--- src/rtl/load_store_unit.sv ---
// Memory-stage load/store initiator driving the data port of the dual-port RAM.
// Latency: store 2, load 4, misaligned/DISABLE 1 cycle(s) from accept, plus 1 per mem_not_ready cycle.
// Backpressure: req_ready only in IDLE; mem_not_ready holds ISSUE; read timeout after TIMEOUT cycles.
module load_store_unit #(
    parameter logic [1:0] MEM_DISABLE   = 2'b00,
    parameter logic [1:0] MEM_READ_SEXT = 2'b01,
    parameter logic [1:0] MEM_READ_ZEXT = 2'b10,
    parameter logic [1:0] MEM_WRITE     = 2'b11,
    parameter int         TIMEOUT       = 8
) (
    input  logic        clk,
    input  logic        reset,
    input  logic        req_valid,
    output logic        req_ready,
    input  logic [1:0]  req_op,
    input  logic [1:0]  req_size,
    input  logic [31:0] req_addr,
    input  logic [31:0] req_wdata,
    output logic        resp_valid,
    output logic [31:0] resp_rdata,
    output logic        resp_err,
    output logic [31:0] mem_addr,
    output logic [31:0] mem_din,
    output logic [3:0]  mem_web,
    output logic        mem_en,
    input  logic [31:0] mem_dout,
    input  logic        mem_read_valid,
    input  logic        mem_not_ready
);

    localparam int CW = $clog2(TIMEOUT + 1);

    typedef enum logic [1:0] {IDLE, ISSUE, READ_WAIT, RESP} state_t;

    state_t        state;
    state_t        nextState;

    logic [1:0]    opQ;
    logic [1:0]    sizeQ;
    logic [31:0]   addrQ;
    logic [31:0]   wdataQ;
    logic [CW-1:0] waitCnt;

    logic [1:0]    curOp;
    logic [1:0]    curSize;
    logic [31:0]   curAddr;
    logic [31:0]   curWdata;
    logic          reqMisaligned;
    logic [31:0]   shifted;
    logic [31:0]   loadData;

    logic          memEnD;
    logic [3:0]    memWebD;
    logic [31:0]   memAddrD;
    logic [31:0]   memDinD;
    logic          respValidD;
    logic [31:0]   respRdataD;
    logic          respErrD;

    // In IDLE the request is still on the inputs; afterwards the latched copy is used.
    assign curOp    = (state == IDLE) ? req_op    : opQ;
    assign curSize  = (state == IDLE) ? req_size  : sizeQ;
    assign curAddr  = (state == IDLE) ? req_addr  : addrQ;
    assign curWdata = (state == IDLE) ? req_wdata : wdataQ;

    // Size 3 behaves as word, so size[1] covers both word encodings.
    assign reqMisaligned = ((req_size == 2'd1) && req_addr[0]) ||
                           (req_size[1] && (req_addr[1:0] != 2'b00));

    assign req_ready = (state == IDLE);

    // Right-align the addressed lane, then extend by size and signedness.
    assign shifted = mem_dout >> {addrQ[1:0], 3'b000};
    always_comb begin
        loadData = shifted;
        case (sizeQ)
            2'd0:    loadData = (opQ == MEM_READ_SEXT) ? {{24{shifted[7]}}, shifted[7:0]}
                                                       : {24'b0, shifted[7:0]};
            2'd1:    loadData = (opQ == MEM_READ_SEXT) ? {{16{shifted[15]}}, shifted[15:0]}
                                                       : {16'b0, shifted[15:0]};
            default: loadData = shifted;
        endcase
    end

    // State register.
    always_ff @(posedge clk or negedge reset) begin
        if (!reset) state <= IDLE;
        else        state <= nextState;
    end

    // Next-state logic.
    always_comb begin
        nextState = state;
        case (state)
            IDLE: begin
                if (req_valid) begin
                    if ((req_op == MEM_DISABLE) || reqMisaligned) nextState = RESP;
                    else                                          nextState = ISSUE;
                end
            end
            ISSUE: begin
                if (!mem_not_ready) nextState = (opQ == MEM_WRITE) ? RESP : READ_WAIT;
            end
            READ_WAIT: begin
                if (mem_read_valid || (waitCnt == CW'(TIMEOUT - 1))) nextState = RESP;
            end
            default: nextState = IDLE;
        endcase
    end

    // Output logic: next values for the registered memory and response outputs.
    always_comb begin
        memEnD     = 1'b0;
        memWebD    = 4'b0000;
        memAddrD   = mem_addr;
        memDinD    = mem_din;
        respValidD = (nextState == RESP);
        respRdataD = resp_rdata;
        respErrD   = resp_err;
        if (nextState == ISSUE) begin
            memEnD   = 1'b1;
            memAddrD = curAddr;
            memDinD  = 32'b0;
            if (curOp == MEM_WRITE) begin
                case (curSize)
                    2'd0:    begin memWebD = 4'b0001 << curAddr[1:0]; memDinD = {4{curWdata[7:0]}};  end
                    2'd1:    begin memWebD = 4'b0011 << curAddr[1:0]; memDinD = {2{curWdata[15:0]}}; end
                    default: begin memWebD = 4'b1111;                 memDinD = curWdata;            end
                endcase
            end
        end
        if (nextState == RESP) begin
            respRdataD = 32'b0;
            respErrD   = 1'b0;
            case (state)
                IDLE:      respErrD = (req_op != MEM_DISABLE) && reqMisaligned;
                READ_WAIT: begin
                    if (mem_read_valid) respRdataD = loadData;
                    else                respErrD   = 1'b1;
                end
                default:   respErrD = 1'b0;
            endcase
        end
    end

    // Output registers.
    always_ff @(posedge clk or negedge reset) begin
        if (!reset) begin
            mem_en     <= 1'b0;
            mem_web    <= 4'b0000;
            mem_addr   <= 32'b0;
            mem_din    <= 32'b0;
            resp_valid <= 1'b0;
            resp_rdata <= 32'b0;
            resp_err   <= 1'b0;
        end else begin
            mem_en     <= memEnD;
            mem_web    <= memWebD;
            mem_addr   <= memAddrD;
            mem_din    <= memDinD;
            resp_valid <= respValidD;
            resp_rdata <= respRdataD;
            resp_err   <= respErrD;
        end
    end

    // Request capture on accept.
    always_ff @(posedge clk or negedge reset) begin
        if (!reset) begin
            opQ    <= MEM_DISABLE;
            sizeQ  <= 2'd0;
            addrQ  <= 32'b0;
            wdataQ <= 32'b0;
        end else if (req_valid && (state == IDLE)) begin
            opQ    <= req_op;
            sizeQ  <= req_size;
            addrQ  <= req_addr;
            wdataQ <= req_wdata;
        end
    end

    // Read-wait cycle counter, zero on entry to READ_WAIT.
    always_ff @(posedge clk or negedge reset) begin
        if (!reset)                  waitCnt <= '0;
        else if (state == READ_WAIT) waitCnt <= waitCnt + 1'b1;
        else                         waitCnt <= '0;
    end

endmodule

--- config.mk ---
export PLATFORM = sky130hd
export DESIGN_NAME = load_store_unit
export DESIGN_NICKNAME = d
export VERILOG_FILES = /design/src/rtl/load_store_unit.sv
export SDC_FILE = /design/constraint.sdc
export NUM_CORES = 1
export LEC_CHECK = 0
export CAP_MARGIN = 20
export CORE_MARGIN = 1
export CORE_UTILIZATION = 45
export DETAILED_ROUTE_END_ITERATION = 6
export GPL_ROUTABILITY_DRIVEN = 1
export GPL_TIMING_DRIVEN = 1
export PLACE_DENSITY_LB_ADDON = 0.05
export SYNTH_ARGS = -nofsm -noshare
export SYNTH_HDL_FRONTEND = slang
export SYNTH_SLANG_ARGS = --single-unit
--- constraint.sdc ---
create_clock -name clk -period 3.2 [get_ports clk]
set_clock_uncertainty 0.05 [all_clocks]
set_input_delay 0.32 -clock clk [delete_from_list [all_inputs] [get_ports clk]]
set_output_delay 0.32 -clock clk [all_outputs]
set_load 0.005 [all_outputs]
Word-level counts from Yosys, hierarchy flattened:

Index checks and enable logic that the tools add are counted.

* bits in registers: 177
* output and inout bits: 104
* word-level logic and storage cells: 65

* $add $sub $neg: 1
* equal/unequal tests: 11
* shifts and indexed selects: 3
* mux-type cells: 24
* reductions and logical operators: 13

Operator list (number)
* $mux 32: 7
* $pmux 32 s2: 2
* $shr 32x5->32: 1
* $eq 2x1->1 const B: 6
* $mux 2: 6
* $mux 4: 3
* $eq 2x2->1 const B: 4
* $logic_not 2->1: 4
* $pmux 4 s2: 1
* $pmux 2 s3: 1
* $add 4x1->4 const B: 1
* $eq 4x3->1 const B: 1
* $logic_and 1x1->1: 4
* $reduce_bool 2->1: 2
* $shl 1x2->4 const A: 1
* $shl 2x2->4 const A: 1
* $logic_or 1x1->1: 3
* $mux 1: 3
* $pmux 1 s2: 1

Logic depth before layout (Yosys ltp):

* word-level depth: 9
* gate-level depth with buffers: 9
* gate-level depth less buffers: 6

Worst setup path after synthesis:

OpenSTA, ideal clock, no wires.

* path type: register to register
* start point: register waitCnt[0]
* end point: register mem_addr[10]
* arrival: 2.211 ns
* slack: 0.812 ns
* stages on the path, launching flop included: 10
* path buffers: 3
* period minus slack after synthesis: 2.388 ns
* cell sequence: dfrtp_1 ha_1 and4b_1 o21ba_1 buf_2 or4_4 inv_2 buf_6 buf_6 mux2_1

* cells in the longest elaborated chain, start to end: 5

Ends and longest elaborated chain
* from (decl): RTL line 42 `logic [CW-1:0] waitCnt;`
* from (signal assigned): RTL line 185 `else if (state == READ_WAIT) waitCnt <= waitCnt + 1'b1;`
* $eq 4x3->1: RTL line 105 `if (mem_read_valid || (waitCnt == CW'(TIMEOUT - 1))) nextState = RESP;`
* $logic_or 1x1->1: RTL line 105
* $mux 2: RTL line 105
* $pmux 2 s3: RTL line 94 `case (state)`
* $eq 2x1->1: RTL line 120 `if (nextState == ISSUE) begin`
* to (signal assigned): RTL line 159 `mem_addr <= memAddrD;`
* to (decl): RTL line 22 `output logic [31:0] mem_addr,`

No other way between the ends.
A chain may end at the register's enable or synchronous reset.

Worst setup path after layout:

* start point: register state[1]
* end point: output port req_ready

* cells in the longest elaborated chain, start to end: 1

Ends and longest elaborated chain
* from (decl): RTL line 35 `state_t state;`
* from (signal assigned): RTL line 88 `else state <= nextState;`
* $logic_not 2->1: RTL line 70 `assign req_ready = (state == IDLE);`
* to (decl): RTL line 14 `output logic req_ready,`

No other way between the ends.

==> metrics.md <==
| Metric | Value |
|---|---|
| Status | complete, no violations |
| Synth async-reset ratio | 100% |
| Yosys cell types | between 50 and 60 |
| Final worst path period need | ~2700 ps |
| Worst-path clk slew | 70 ps |
| Syn avg cell area | ~11 um2 |
| Clock Path Buffers | 2 |
| M3 GR Usage | roughly 5.5% |
| Gr busiest metal | met2 |
| DRC | 0 |
| Area of the mapped netlist | around 8700 um2 |
| Post-synthesis register bit count | 177 |
| Die ar. | between 15000 and 20000 um2 |
| Crit path from | state[1]$_DFF_PN0_ |
| Die W | roughly 140 um |
| RSZ-0062 raised after global routing | false |
| Worst flop-to-flop path startpoint | state[1]$_DFF_PN0_ |
| Post-CTS Setup Inserts | 0 |
| Leading area contributor after synthesis | dfrtp_1 |
| Maxcap violations | 0 |
| WL/cell | about 20 um |
| Final Hold Viols | 0 |
| Drt first-iter violations | 401 |
| Placement Rows | 50 |
| Layout cells sized above 1 | a little under a fifth |
| WL final | 23600 um |
| Ys flop type | dfrtp_1 |
| Finished Core Util | 61.9% |
| ANT cells | 0 |
| Pwr/cell area | between 900 and 1000 nW/um2 |
| Crit path kind | register to output port |
| Fillcell total | ~1500 |
| IO Count | roughly 210 |
| Sequential-to-total area share from yosys stat | 51.1% |
| Vias in the first global route | approximately 7300 |
| Slew HR | between 30 and 40% |
| Port Buffers | around 210 |
| Tcrit/Tclk final | a little under nine tenths |
| Post-DRT Antenna Nets | 0 |
| Vias per cell | 5.67 |
| Hold Crit Class | primary input to async pin |
| 1st-pass router iterations | 5 |
| GRT Resource Usage Total | 25.1% |
| CTS tree | built |
| Fin nets | about 1100 |
| Setup TNS | 0 ps |
| Slack of the worst reg-to-reg path | around 640 ps |
| First-pass GRT wire length | about 38000 um |
| GRT overflow | 0 |
| Met2 GRT Util | a little over two fifths |
| Via count | a little under 7000 |
| Die height | roughly 140 um |
| Final setup vio count | 0 |
| Synth area leaders | dfrtp_1 51%, mux2_2 15%, nand2_1 5.7% |
| CP required | roughly 2800 ps |
| Largest net degree at the start of global routing | between 70 and 80 |
| CP max FO | 19 |
| Multi-input gate area | between 3000 and 4000 um2 |
| Startpoint Class | register |
| Register area | ~4400 um2 |
| Net Count, Synth | 872 |
| Clock latency on the worst-skew pair | roughly 430 ps |
| Post-synth top area share | roughly half |
| H-tree depth | 4 |
| Post-synth EDFFs | 0 |
| Post-placement cell area | approximately 11000 um2 |
| Worst vdd ir | around 0.00041 V |
| Most frequent cell after synthesis | dfrtp_1 |
| Area growth, synth to finish | 34.0% |
| Leak | roughly 0.005 uW |
| Post-Layout Inst Area | 11600 um2 |
| Worst-margin pin slew | around 990 ps |
| Setup crit end kind | output port |
| Root Buffer | clkbuf_16 |
| Met1 Usage GRT | between 30% and 40% |
| CTS buffer count | 17 |
| Initial antenna violation count | 0 |
| Fmax | roughly 360 MHz |
| Pins Over Slew Limit | 0 |
| Initial Util | approximately 46% |
| CTS Sinks | 177 |
| Core area | approximately 19000 um2 |
| Synthesized instance count | between 700 and 800 |
| Synth warn | 0 |
| Post-synth top cells | 177 x dfrtp_1, 132 x nand2_1, 119 x mux2_2 |
| Post-detail-place hpwl | ~16000 um |
| Routability Congestion | 0.905 |
| Worst Path Arrival | 2380 ps |
## cell families (layout without fill, tap and decap cells)
kind of cell	Yosys count	count (layout)	synth area share (%)
buffers and inverters	69	268	3.46
multiplexers	164	164	20.9
AND/OR/NAND/NOR	203	203	10.7
AO/OA/AOI/OAI	149	149	13.4
adder cells (fa/ha/maj)	1	1	0.144
XOR/XNOR	3	3	0.303
flip-flops	177	177	51.1
## registers in the layout (all words and copies together) (netlist names)
signal      count
waitCnt         4
opQ             2
resp_err        1
resp_rdata     32
sizeQ           2
resp_valid      1
mem_din        32
mem_addr       32
wdataQ         32
state           2
mem_web         4
mem_en          1
addrQ          32
## path summary, 6_finish.rpt
check / endpoint / depth (start not counted)
max in group asynchronous: resp_rdata[16]$_DFFE_PN0N_ / 3
max: req_ready / 3
max reg2reg: mem_din[4]$_DFFE_PN0N_ / 6
min in group clk: waitCnt[0]$_DFF_PN0_ / 1
min reg2reg: waitCnt[0]$_DFF_PN0_ / 1
min: resp_rdata[10]$_DFFE_PN0N_ / 2
## through the flow
stage | setup WS, ps | power (uW) | hold slack (ps) | instances
finish | 451 | 11500 | 428 | 1199
global route | 324 | 12300 | 448 | 1199
CTS | 420 | 11600 | 415 | 1199
detailed placement | 446 | 9380 | 353 | 1166
global placement | 485 | 9190 | 341 | 1166
floorplan | 812 | 7100 | -25.6 | 766
## cell usage in the layout, fill, tap and decap left out, drive strengths merged, types with 13 or more instances in the layout
cell / Yosys / routed
o2bb2ai: 22 / 22
o31ai: 16 / 16
clkbuf: 38 / 18
mux2i: 35 / 35
o21ai: 18 / 18
nor2: 19 / 19
nand2: 132 / 132
nor2b: 14 / 14
a22o: 17 / 17
buf: 25 / 22
dfrtp: 177 / 177
clkdlybuf4s50: 0 / 207
mux2: 128 / 128
a211oi: 19 / 19
inv: 5 / 13
o41ai: 16 / 16
## layer usage
| metal | share of wire (%) | wire, um |
|---|---|---|
| met5 | 0 | 0 |
| met2 | 48 | 11400 |
| met4 | 2.1 | 487 |
| met1 | 44 | 10300 |
| met3 | 6.1 | 1440 |
## report_power, final
part / internal [uW] / switching [uW] / leakage [uW]
sequential: 3230 / 634 / 0.00223
combinational: 2880 / 2580 / 0.00254
clock: 1220 / 976 / 0.000304
## area by class of cell
cell class	instances	share of cell area (%)
clock inverter	14	1.60
timing repair buffer	230	19.8
clock buffer	18	3.78
tap	234	2.52
multi-input combinational	520	34.0
inverter	6	0.194
sequential	177	38.1
## worst max-delay path, cell delays in order (launching register included)
cell             delay, ps
dfrtp_1                530
or2_4                  410
inv_2                  410
clkdlybuf4s50_1        600
## repair_timing
item,CTS,global route
hold buffers,1,0
hold endpoints to repair,73,0
resized for setup,0,0
(Power assumes the default switching activity.)
